--- src/rtl/synchronizer.sv ---
// Brings the raw reset and three asynchronous button/sensor inputs into the clock domain.
// The reset chain asserts asynchronously and releases only after SYNC_STAGES clean edges.
`timescale 1ns/1ps
module synchronizer #(
    parameter int SYNC_STAGES = 2  // legal range 2..4
) (
    input  logic clock,
    input  logic Reset,
    input  logic Sensor,
    input  logic Walk_Request,
    input  logic Reprogram,
    output logic Reset_Sync,
    output logic Sensor_Sync,
    output logic WR_Sync,
    output logic Prog_Sync
);

    logic [SYNC_STAGES-1:0] rst_chain;
    logic [SYNC_STAGES-1:0] sensor_chain;
    logic [SYNC_STAGES-1:0] wr_chain;
    logic [SYNC_STAGES-1:0] prog_chain;

    // Bit 0 is stage 1; each edge shifts toward the MSB, which drives the output.
    always_ff @(posedge clock or posedge Reset) begin
        if (Reset) begin
            rst_chain <= '1;
        end else begin
            rst_chain <= {rst_chain[SYNC_STAGES-2:0], 1'b0};
        end
    end

    always_ff @(posedge clock or posedge Reset) begin
        if (Reset) begin
            sensor_chain <= '0;
            wr_chain     <= '0;
            prog_chain   <= '0;
        end else begin
            sensor_chain <= {sensor_chain[SYNC_STAGES-2:0], Sensor};
            wr_chain     <= {wr_chain[SYNC_STAGES-2:0], Walk_Request};
            prog_chain   <= {prog_chain[SYNC_STAGES-2:0], Reprogram};
        end
    end

    // Outputs come straight off the last flop of each chain.
    assign Reset_Sync  = rst_chain[SYNC_STAGES-1];
    assign Sensor_Sync = sensor_chain[SYNC_STAGES-1];
    assign WR_Sync     = wr_chain[SYNC_STAGES-1];
    assign Prog_Sync   = prog_chain[SYNC_STAGES-1];

endmodule

--- config.mk ---
export PLATFORM = sky130hd
export DESIGN_NAME = synchronizer
export DESIGN_NICKNAME = d
export VERILOG_FILES = /design/src/rtl/synchronizer.sv
export SDC_FILE = /design/constraint.sdc
export NUM_CORES = 1
export LEC_CHECK = 0
export CAP_MARGIN = 30
export CORE_AREA = 2 2 39 41
export CTS_CLUSTER_DIAMETER = 150
export DETAILED_ROUTE_END_ITERATION = 8
export DIE_AREA = 0 0 41 43
export SLEW_MARGIN = 20
export SYNTH_ARGS = -nofsm -noshare
export SYNTH_HDL_FRONTEND = slang
export SYNTH_SLANG_ARGS = --single-unit
--- constraint.sdc ---
create_clock -name clock -period 0.8 [get_ports clock]
set_input_delay 0.2 -clock clock [delete_from_list [all_inputs] [get_ports clock]]
set_output_delay 0.2 -clock clock [all_outputs]
set_load 0.005 [all_outputs]
==> results.py, run 1 <==
metrics = {
    "run_status": {
        "status": "complete, but fails checks",
        "violations": "negative setup slack",
    },
    "min_path": {
        "hold_class": "primary input to async pin",
    },
    "yosys": {
        "synth_area_um2": 210,
        "seq_area_frac_synth": 0.964,
        "yosys_register_bits": 8,
        "ys_types": 4,
        "synth_nets": 15,
        "synth_area_per_cell_um2": 21.0,
        "synthCells": 10,
        "synth_warnings": 0,
    },
    "clock_network": {
        "ctsHoldBuffers": 0,
        "cts_max_level": 1,
        "max-clock-path-buffers": 2,
        "worstSkewPairLatency_ns": 0.24,
        "cts.sink_count": 8,
        "cts_made_buffers": 3,
        "cts_tree": "yes",
        "root_buffer": "clkbuf_4",
        "clkTransAtPathRegs_ns": 0.05,
    },
    "grt": {
        "grt-ovfl-total": 0,
        "grt_pass1_vias": 129,
        "antenna_found_initial": 0,
        "grt_pass1_wl_um": 455,
        "grt_use_total": 0.0467,
        "grt_max_degree": 9,
    },
    "layout": {
        "nFillCells": 155,
        "final_core_util": 0.231,
        "multiInputGateArea_um2": 3.75,
        "antenna_cells": 0,
        "fin_area_um2": 319,
        "drive_gt1_frac": 0.429,
        "ff_latch_area_um2": 203,
        "nets": 28,
        "syn_to_final_growth_pct": 51.8,
    },
    "timing": {
        "min_period_ns": 1.04,
        "clock_skew_ns": 0.00135,
        "slew_violations": 0,
        "setup_viol": 4,
        "rsz0062_at_grt": "yes",
        "finalCritPeriodShare": 1.31,
        "hold_viol": 0,
        "fmax_mhz": 957,
        "final_critical_path_setup_slack_ns": -0.245,
    },
    "critical_path": {
        "cp_num_buf_inv": 1,
        "critical_path_class": "flip-flop to primary output",
        "start_kind": "flip-flop",
        "cpPeakStageDelay_ns": 0.52,
        "end_kind": "primary output",
        "crit_arrival_ns": 0.84,
        "cp_max_fo": 1,
        "crit_slowest_cell": "dfstp_2",
        "critPathTopFamily": "flip-flops",
        "required_ns": 0.60,
        "cp_cell_sequence": "buf_6",
    },
    "placed_design": {
        "place_congestion": 0.602,
        "portBuffers": 8,
        "detailed_place.area_um2": 310,
    },
    "drt": {
        "drt_iter0_markers": 0,
        "drc": 0,
        "via_count": 115,
        "avgRoutedWirePerCell_um": 8.35,
        "firstDrtPassIters": 1,
        "viasPerCell": 3.11,
        "ant_nets": 0,
        "finalWirelength_um": 309,
    },
    "floorplan": {
        "dieArea_mm2": 0.00176,
        "initial_utilization": 0.152,
        "pin_count": 9,
        "core_area_mm2": 0.00138,
        "die_h_um": 43,
        "die_w_um": 41,
        "rows": 14,
    },
    "run": {
        "maxCapViolations": 0,
    },
    "pwr": {
        "p_leak_nw": 0.147,
        "cellPowerDensity_mw_per_mm2": 2390,
        "ir_drop_v": 0.000526,
    },
}
[power by group]
group / leakage [nW] / switching [mW] / internal, mW
clock network: 0.0138 / 0.115 / 0.170
logic: 0.0421 / 0.0155 / 0.0269
registers: 0.0909 / 0.00540 / 0.430
total: 0.147 / 0.136 / 0.627
[logic make-up after synthesis]
logic type             share of synthesized area
flip-flops                                 0.964
buffers and inverters                     0.0178
other                                     0.0178
[state kept, by name (all words and copies together), names as in the netlist]
register / flops
prog_chain: 2
rst_chain: 2
sensor_chain: 2
wr_chain: 2
[through the flow]
step                hold WS [ns]  instances  worst slack (ns)  power (mW)  TNS (ns)
finish                     0.206         37            -0.245       0.763    -0.573
global route               0.237         37            -0.276       0.807    -0.699
CTS                        0.215         37            -0.260       0.776    -0.629
detailed placement         0.338         34            -0.384       0.493    -0.960
global placement           0.332         34            -0.379       0.488    -0.939
floorplan                 0.0142         10            0.0993       0.449         0
[repair_timing]
| action | CTS | global route |
|---|---|---|
| gates resized for setup | 16 | 1 |
| hold endpoints to repair | 0 | 0 |
| setup buffers | 0 | 0 |
| endpoints found under the setup margin | 4 | 4 |
[per-layer routing]
layer,part of all wire,vias up,track usage
li1,-,50,-
met1,0.27,56,0.0299
met2,0.53,9,0.0688
met3,0.20,0,0.0314
met4,0,0,0.0600
met5,0,-,0
[synth_stat cells, drive strengths merged]
cell type | instances | share of area
inv | 1 | 0.018
dfstp | 2 | 0.25
dfrtp | 6 | 0.71
conb | 1 | 0.018
[final cells by class]
| class | instances | share of cell area |
|---|---|---|
| Clock buffer | 3 | 0.0706 |
| Tap cell | 16 | 0.0627 |
| Inverter | 1 | 0.0118 |
| Timing Repair Buffer | 8 | 0.208 |
| Sequential cell | 8 | 0.635 |
| Multi-Input combinational cell | 1 | 0.0118 |
[path summary, 6_finish.rpt]
kind | end | cells after the start | startpoint | slack [ns]
max | Reset_Sync | 1 | rst_chain[1]$_DFF_PP1_ | -0.24
min | prog_chain[1]$_DFF_PP0_ | 2 | Reset | 0.21
max reg2reg | rst_chain[1]$_DFF_PP1_ | 0 | rst_chain[0]$_DFF_PP1_ | 0.23
min reg2reg | wr_chain[1]$_DFF_PP0_ | 0 | wr_chain[0]$_DFF_PP0_ | 0.35
max in group asynchronous | rst_chain[1]$_DFF_PP1_ | 2 | Reset | 0.32
min in group clock | wr_chain[1]$_DFF_PP0_ | 0 | wr_chain[0]$_DFF_PP0_ | 0.35
[cells in the final DEF, fill, tap and decap left out, drive strengths merged]
cell type,n
buf,4
clkbuf,3
clkdlybuf4s50,4
conb,1
dfrtp,6
dfstp,2
inv,1
No activity file was read; power rests on OpenSTA's default activity.
==> run 2, diff against run 1 <==
clock period = 1.05 ns   (was 0.8 ns; I/O delays follow)
==> results of run 2 <==
The final DEF is identical to that of run 1. Status: complete, but fails checks: negative setup slack.
Main changes from that run: setup slack after placement -0.384 ns -> -0.196 ns; setup slack after layout -0.245 ns -> -0.0571 ns; setup TNS -0.573 ns -> -0.0571 ns; hold slack 0.206 ns -> 0.268 ns; number of setup violations in the final report 4 -> 1; register-to-register setup slack 0.23 ns -> 0.48 ns; total power 0.763 mW -> 0.581 mW; worst IR drop on VDD 0.000526 V -> 0.000401 V
